<file path="src/rtl/cnn_run_ctrl.sv">
// cnn_run_ctrl: run controller between board I/O and the CNN core.
// Debounces the push button, latches an image index from the switches,
// pulses start to the core, waits for the dense-layer result under a
// watchdog, and shows {run count, class} (or all-ones on timeout) on LEDs.
// Ports:
//   clk, resetn        clock, asynchronous active-low reset
//   sw                 image index select
//   button             raw asynchronous push button (active-high)
//   mode_i             0 = single-shot, 1 = continuous auto-run
//   dense_valid_i      one-cycle pulse, core result ready
//   dense_class_i      class index, valid with dense_valid_i
//   start_o            one-cycle start pulse to the core
//   img_sel_o          latched image index, stable during a run
//   busy_o             high while waiting for the core
//   done_o             high while a result/timeout is displayed
//   timeout_o          sticky: last run timed out
//   led_o              {run_cnt, class} or all-ones on timeout
module cnn_run_ctrl #(
  parameter int SW_W        = 4,
  parameter int LED_W       = 8,
  parameter int CLASS_W     = 4,
  parameter int DEB_CYC     = 16,
  parameter int TIMEOUT_CYC = 65536
) (
  input  logic               clk,
  input  logic               resetn,
  input  logic [SW_W-1:0]    sw,
  input  logic               button,
  input  logic               mode_i,
  input  logic               dense_valid_i,
  input  logic [CLASS_W-1:0] dense_class_i,
  output logic               start_o,
  output logic [SW_W-1:0]    img_sel_o,
  output logic               busy_o,
  output logic               done_o,
  output logic               timeout_o,
  output logic [LED_W-1:0]   led_o
);

  localparam int RUN_W = LED_W - CLASS_W;
  localparam int DEB_W = $clog2(DEB_CYC + 1);
  localparam int TMR_W = $clog2(TIMEOUT_CYC + 1);
  localparam logic [DEB_W-1:0] DEB_LAST = DEB_W'(DEB_CYC - 1);
  localparam logic [TMR_W-1:0] TMR_LAST = TMR_W'(TIMEOUT_CYC - 1);

  typedef enum logic [1:0] {S_IDLE, S_START, S_WAIT, S_SHOW} state_t;

  state_t             r_state;
  state_t             w_next;
  logic               r_sync1, r_sync2;
  logic               r_deb, r_deb_d, r_btn_rise;
  logic [DEB_W-1:0]   r_deb_cnt;
  logic [TMR_W-1:0]   r_timer;
  logic [RUN_W-1:0]   r_run_cnt;
  logic [RUN_W-1:0]   w_run_nxt;
  logic [SW_W-1:0]    r_img_sel;
  logic               r_timeout;
  logic [LED_W-1:0]   r_led;
  logic               w_go;
  logic               w_timer_hit;

  // Button path: two-flop synchroniser, then a debouncer that accepts a new
  // level only after DEB_CYC consecutive differing cycles. The rise pulse is
  // registered, which fixes the press-to-start latency at DEB_CYC+4 edges.
  always_ff @(posedge clk or negedge resetn) begin
    if (!resetn) begin
      r_sync1    <= 1'b0;
      r_sync2    <= 1'b0;
      r_deb      <= 1'b0;
      r_deb_d    <= 1'b0;
      r_btn_rise <= 1'b0;
      r_deb_cnt  <= '0;
    end else begin
      r_sync1    <= button;
      r_sync2    <= r_sync1;
      r_deb_d    <= r_deb;
      r_btn_rise <= r_deb & ~r_deb_d;
      if (r_sync2 == r_deb) begin
        r_deb_cnt <= '0;
      end else if (r_deb_cnt == DEB_LAST) begin
        r_deb     <= r_sync2;
        r_deb_cnt <= '0;
      end else begin
        r_deb_cnt <= r_deb_cnt + DEB_W'(1);
      end
    end
  end

  assign w_go        = r_btn_rise | mode_i;
  assign w_timer_hit = (r_timer == TMR_LAST);
  assign w_run_nxt   = r_run_cnt + RUN_W'(1);

  always_ff @(posedge clk or negedge resetn) begin
    if (!resetn) r_state <= S_IDLE;
    else         r_state <= w_next;
  end

  always_comb begin
    w_next = r_state;
    case (r_state)
      S_IDLE:  if (w_go) w_next = S_START;
      S_START: w_next = S_WAIT;
      S_WAIT:  if (dense_valid_i || w_timer_hit) w_next = S_SHOW;
      S_SHOW:  if (w_go) w_next = S_START;
      default: w_next = S_IDLE;
    endcase
  end

  always_ff @(posedge clk or negedge resetn) begin
    if (!resetn) begin
      r_timer   <= '0;
      r_run_cnt <= '0;
      r_img_sel <= '0;
      r_timeout <= 1'b0;
      r_led     <= '0;
    end else begin
      case (r_state)
        S_IDLE, S_SHOW: begin
          if (w_go) r_img_sel <= sw;
        end
        S_START: begin
          r_timeout <= 1'b0;
          r_timer   <= '0;
        end
        S_WAIT: begin
          if (!w_timer_hit) r_timer <= r_timer + TMR_W'(1);
          // A result arriving on the last watchdog cycle takes priority.
          if (dense_valid_i) begin
            r_run_cnt <= w_run_nxt;
            r_led     <= {w_run_nxt, dense_class_i};
          end else if (w_timer_hit) begin
            r_timeout <= 1'b1;
            r_led     <= '1;
          end
        end
        default: ;
      endcase
    end
  end

  assign start_o   = (r_state == S_START);
  assign busy_o    = (r_state == S_WAIT);
  assign done_o    = (r_state == S_SHOW);
  assign img_sel_o = r_img_sel;
  assign timeout_o = r_timeout;
  assign led_o     = r_led;

endmodule

</file>
<file path="config.mk">
export PLATFORM = sky130hd
export DESIGN_NAME = cnn_run_ctrl
export DESIGN_NICKNAME = d
export VERILOG_FILES = /design/src/rtl/cnn_run_ctrl.sv
export SDC_FILE = /design/constraint.sdc
export NUM_CORES = 1
export LEC_CHECK = 0
export BUFFER_PORTS_ARGS = -buffer_cell sky130_fd_sc_hd__buf_2
export CORE_UTILIZATION = 36
export DETAILED_ROUTE_END_ITERATION = 8
export HOLD_SLACK_MARGIN = 0.12
export PLACE_DENSITY = 0.61
export SLEW_MARGIN = 20
export SYNTH_ARGS = -nofsm -noshare
export SYNTH_HDL_FRONTEND = slang
export SYNTH_SLANG_ARGS = --single-unit
</file>
<file path="constraint.sdc">
create_clock -name clk -period 2.1 [get_ports clk]
set_input_delay 0.105 -clock clk [delete_from_list [all_inputs] [get_ports clk]]
set_output_delay 0.105 -clock clk [all_outputs]
set_load 0.03 [all_outputs]
</file>
* Word-level counts from Yosys, hierarchy flattened
Index checks and enable logic that the tools add are counted.
** Word-level totals
- Bits in registers :: 46
- Input bits :: 13
- Output and inout port bits :: 16
- Logic and storage cells :: 54
** Operators by class
- Add/sub/neg operators :: 3
- Eq/ne operators :: 11
- Mux-type cells :: 12
- Bitwise operators :: 4
- Reduce and logical (&&, ||, !) cells :: 12
** Operators by type and width (count)
- $pmux W17 S2 :: 1
- $add A17 B1 Y17 const B :: 1
- $eq A17 B16 Y1 const B :: 1
- $mux W17 :: 1
- $mux W8 :: 2
- $reduce_and A2 Y1 :: 6
- $mux W5 :: 2
- $ne A2 B1 Y1 const B :: 3
- $pmux W2 S3 :: 1
- $add A5 B1 Y5 const B :: 1
- $eq A5 B4 Y1 const B :: 1
- $add A4 B1 Y4 const B :: 1
- $eq A2 B2 Y1 const B :: 2
- $mux W2 :: 2
- $ne A2 B2 Y1 const B :: 2
- $reduce_bool A2 Y1 :: 2
- $reduce_and A3 Y1 :: 1
- $eq A2 B1 Y1 const B :: 1
- $logic_not A2 Y1 :: 1
- $mux W1 :: 2
- $not A1 Y1 :: 2
- $pmux W1 S2 :: 1
- $reduce_or A2 Y1 :: 1
- $and A1 B1 Y1 :: 1
- 3 further kinds :: 3

* Longest topological paths before layout
- Depth in word-level cells :: 4
- Depth in mapped cells :: 10
- Mapped depth without buffers :: 8

* Least setup slack after synthesis
OpenSTA, ideal clock, no wires.
- Path kind :: register to register
- Start :: register r_timer[2]
- End :: register r_timer[5]
- Library setup time :: 0.133 ns
- Arrival :: 2.128 ns
- Data required time :: 1.967 ns
- Setup slack :: -0.162 ns
- Cell stages (with the launch flop) :: 11
- Path buffers :: 2
- Period minus slack after synthesis :: 2.262 ns
- Path through :: dfrtp_1 -> and4_4 -> nand4_4 -> nor4_1 -> ha_1 -> clkbuf_1 -> and4b_1 -> clkbuf_1 -> nand4_1 -> xor2_1 -> nor2_1
** On the way
- Word-level cells in the longest chain between the ends :: 3
- Elaborated cells between the ends (all ways) :: 6
- Classes of those cells :: 1 x add/sub; 2 x eq/ne; 2 x mux; 1 x reduce/logical
** Ends and longest elaborated chain
- start: declaration :: RTL line 53 : logic [TMR_W-1:0] r_timer;
- start signal: assignment :: RTL line 126 : if (!w_timer_hit) r_timer <= r_timer + TMR_W'(1);
- $add A17 B1 Y17 or $eq A17 B16 Y1 (tied branches) :: RTL line 126, 90
- $mux W17 or $ne A2 B2 Y1 (tied branches)
- $pmux W17 S2 or $reduce_and A2 Y1 (tied branches)
Several ways; a longest one is shown, not always the timed one. The select of a mux whose other input is x is not followed.
A chain may end at the register's enable or synchronous reset.

* Worst setup path after layout
- Start :: register r_timer[9]
- End :: register r_timer[5]
** On the way
- Word-level cells in the longest chain between the ends :: 3
** Ends and longest elaborated chain
- $eq A17 B16 Y1 :: RTL line 90 : assign w_timer_hit = (r_timer == TMR_LAST);
- $ne A2 B2 Y1 (no line)
- $reduce_and A2 Y1 (no line)
Every way passes these cells.

==> reports/metrics.csv <==
stage;metric;value;unit
routing;via_per_inst;4.917;
worst_hold_path;hold_path.startpoint;mode_i;
clocking;htree_levels;2;
power_and_ir_drop;p_leak;1.267;nW
power_and_ir_drop;clkPwrFrac;0.192;
worst_hold_path;hold_path.class;input port to flip-flop;
outcome;status;completed;
yosys;synth_edf_count;0;
grt;grt_start_max_net_pins;26;
routing;wirelength;3878;um
grt;first_global_vias;1470;
placed_design;dpl-instance-area;2379;um^2
finish;syn2layout_area_growth;27.73;%
clocking;clk_pin_slew_worst_paths;0.09;ns
placed_design;place_hpwl;2714;um
grt;grt-ovfl-total;0;
yosys;ys_types;34;
worst_setup_path;r2r_slack;0.09;ns
floorplan;io_pins;29;
finish;nets;251;
floorplan;die_area;5995;um^2
worst_setup_path;r2r-end;r_timer[5]$_DFFE_PN0P_;
sta;tightest_slew;0.6279;ns
power_and_ir_drop;p_int;1.797;mW
sta;min_period;2.007;ns
sta;worst_slew_margin_rel;0.5770;
floorplan;dieWidth;77.43;um
yosys;ys_ff_latch;46;
sta;drv_slew;0;
floorplan;rows;27;
worst_setup_path;worst-path-max-fanout;7;
grt;grt_pass1_wl;6596;um
yosys;synth_nets;192;
yosys;yosysWarnings;0;
worst_setup_path;crit_chain;and4_2 > nand4_4 > nor4_2 > ha_2 > and4b_2 > nand4_1 > xor2_1 > nor2_1;
yosys;async_reset_ff_frac;1.000;
yosys;syn_avg_cell_area;11.98;um^2
floorplan;fp.coreArea;5507;um^2
power_and_ir_drop;p_sw_frac;0.3841;
sta;fmax;0.4983;GHz
worst_setup_path;worstSetupEndpointType;flip-flop;
clocking;clkLatencyLatePin;0.30;ns
worst_setup_path;crit_arrival;2.20;ns
worst_setup_path;r2r-start;r_timer[9]$_DFFE_PN0P_;
placed_design;io_buffers;28;
clocking;clock_sinks;46;
sta;finClkSkew;0.005489;ns
power_and_ir_drop;ir_drop;0.6678;mV
yosys;synth-main-ff-cell;dfrtp_1;
finish;final_area;2616;um^2
finish;num_antenna_cells;0;
worst_setup_path;worstRegToRegCells;8;
yosys;yosysSeqAreaShare;0.5620;
power_and_ir_drop;pwr-share-seq;0.417;
job;cap_violations;0;
clocking;cts_buffer_depth;2;
sta;hold_viol;0;
power_and_ir_drop;comb_power_share;0.391;
finish;drive_above_1_share;0.2857;
power_and_ir_drop;p_per_area;1115;nW/um^2
clocking;cts_root_buffer;clkbuf_8;
worst_setup_path;cp_slowest_cell;dfrtp_1;
worst_setup_path;critPathKind;flip-flop to flip-flop;
routing;first_pass_iters;4;
routing;wl_per_cell;12.80;um
worst_hold_path;min_to;r_state[1]$_DFFE_PN0P_;
grt;grt_usage;0.1406;
routing;drt_iter0_drc;47;
finish;nFillCells;507;
sta;post-route-period-util;0.9557;
worst_setup_path;slowest_delay;0.39;ns
worst_setup_path;cp-start-kind;flip-flop;
routing;drc;0;
power_and_ir_drop;switchingPower;1.121;mW
yosys;syn_inst;171;
placed_design;place_congestion;0.7425;
yosys;syn_area;2048;um^2
sta;finalSetupTns;0;ns
clocking;cts_tree;done;
routing;ant_nets;0;
worst_setup_path;critPathRequiredTime;2.30;ns
clocking;cts_buffers;5;
sta;setup_violations;0;
floorplan;fp.dieH;77.43;um
routing;vias;1490;
floorplan;start_util;0.3720;
worst_hold_path;min_path_cells;4;
grt;grt_antenna_before_repair;0;
cell type report:
cell class	count	area, um^2	share of cell area
Sequential cell	46	1151	0.4400
Multi-Input combinational cell	118	882.1	0.3372
Timing Repair Buffer	55	382.9	0.1463
Tap cell	72	90.09	0.03443
Clock buffer	6	82.58	0.03156
Inverter	4	15.01	0.005739
Clock inverter	2	12.51	0.004782
registers in the layout (all words and copies together) (netlist names):
signal / flops
r_btn_rise: 1
img_sel_o: 4
led_o: 8
r_state: 2
r_deb_d: 1
r_sync2: 1
r_sync1: 1
timeout_o: 1
r_deb_cnt: 5
r_deb: 1
r_run_cnt: 4
r_timer: 17
metrics by stage:
stage,worst slack (ns),util,hold WS (ns),std cells,total power [mW]
2_1_floorplan,0.06267,-,-0.1906,171,2.018
3_3_place_gp,0.1447,0.4319,0.1197,280,2.358
3_5_place_dp,0.01540,0.4319,0.1228,280,2.370
4_1_cts,0.006056,0.4692,0.1840,299,2.956
5_1_grt,-0.0002696,0.4751,0.2359,303,3.120
6_report,0.09303,0.4751,0.1932,303,2.917
layout by cell type, fill, tap and decap left out, types with 2 or more instances in the layout:
cell	synthesis	final
o31ai_1	5	5
a21oi_1	2	2
o21a_1	2	2
dlygate4sd3_1	0	11
o22a_1	8	8
and2_1	2	2
ha_1	8	7
nor2_1	13	13
nand4_1	4	4
o211ai_1	4	4
or4_1	2	2
xor2_1	9	9
mux2i_1	4	4
and3_1	3	3
buf_2	0	28
o21ai_0	7	7
clkbuf_8	0	6
nand2_1	11	11
nor2b_1	4	4
mux2_2	7	7
dfrtp_1	46	46
buf_4	0	15
inv_1	4	4
xnor2_1	4	4
nand3_1	7	7
synth_stat cells, drive strengths merged, types with 3 or more instances:
cell type | n | area, um^2
dfrtp | 46 | 1151
nor2 | 13 | 48.80
nand2 | 11 | 41.29
xor2 | 9 | 78.83
ha | 8 | 100.1
o22a | 8 | 70.07
mux2 | 7 | 78.83
nand3 | 7 | 35.03
o21ai | 7 | 35.03
nand4 | 5 | 46.29
o31ai | 5 | 37.54
inv | 4 | 15.01
mux2i | 4 | 40.04
nor2b | 4 | 25.02
o211ai | 4 | 30.03
xnor2 | 4 | 35.03
and3 | 3 | 18.77
clkbuf | 3 | 11.26
worst max path at each step:
stage	startpoint	end	slack (ns)	cells after the start
after floorplan	r_timer[2]$_DFFE_PN0P_	r_timer[5]$_DFFE_PN0P_	0.06	10
after global placement	r_timer[3]$_DFFE_PN0P_	r_timer[5]$_DFFE_PN0P_	0.14	8
after detailed placement	r_timer[3]$_DFFE_PN0P_	r_timer[5]$_DFFE_PN0P_	0.02	8
after CTS	r_timer[3]$_DFFE_PN0P_	r_timer[5]$_DFFE_PN0P_	0.006	8
after global routing	r_timer[0]$_DFFE_PN0P_	r_timer[5]$_DFFE_PN0P_	-0.0003	8
final	r_timer[9]$_DFFE_PN0P_	r_timer[5]$_DFFE_PN0P_	0.09	8
routing by layer:
metal,up-vias,share of wire,GRT usage
li1,731,-,-
met1,735,0.46,0.1743
met2,20,0.49,0.2345
met3,4,0.036,0.04118
met4,0,0.010,0.04528
met5,-,0,0
power by group through the flow:
stage / clock, mW / sequential (mW) / combinational, mW
floorplan: 0 / 1.46 / 0.562
global placement: 0 / 1.23 / 1.13
detailed placement: 0 / 1.23 / 1.14
CTS: 0.582 / 1.22 / 1.16
global route: 0.627 / 1.25 / 1.24
finish: 0.560 / 1.22 / 1.14
worst max-delay path, delay by kind of cell (launching register included):
| family | cells | cell delay (ns) |
|---|---|---|
| adder cells (fa/ha/maj) | 1 | 0.30 |
| XOR/XNOR | 1 | 0.17 |
| AND/OR/NAND/NOR | 6 | 1.05 |
| flip-flops | 1 | 0.39 |
timing repair:
item | CTS | global route
hold buffers | 11 | 0
gates resized for setup | 0 | 2
hold endpoints to repair | 31 | 0
setup endpoints to repair | 0 | 10
buffers inserted | 0 | 4
logic make-up (layout without fill, tap and decap cells):
logic type	after synthesis	in the layout	share of synthesized area
multiplexers	11	11	0.05804
AO/OA/AOI/OAI	31	31	0.1075
flip-flops	46	46	0.5620
adder cells (fa/ha/maj)	8	8	0.04887
XOR/XNOR	13	13	0.05559
AND/OR/NAND/NOR	55	55	0.1552
buffers and inverters	7	67	0.01283
Note: power is estimated with default switching activity, not from simulation.
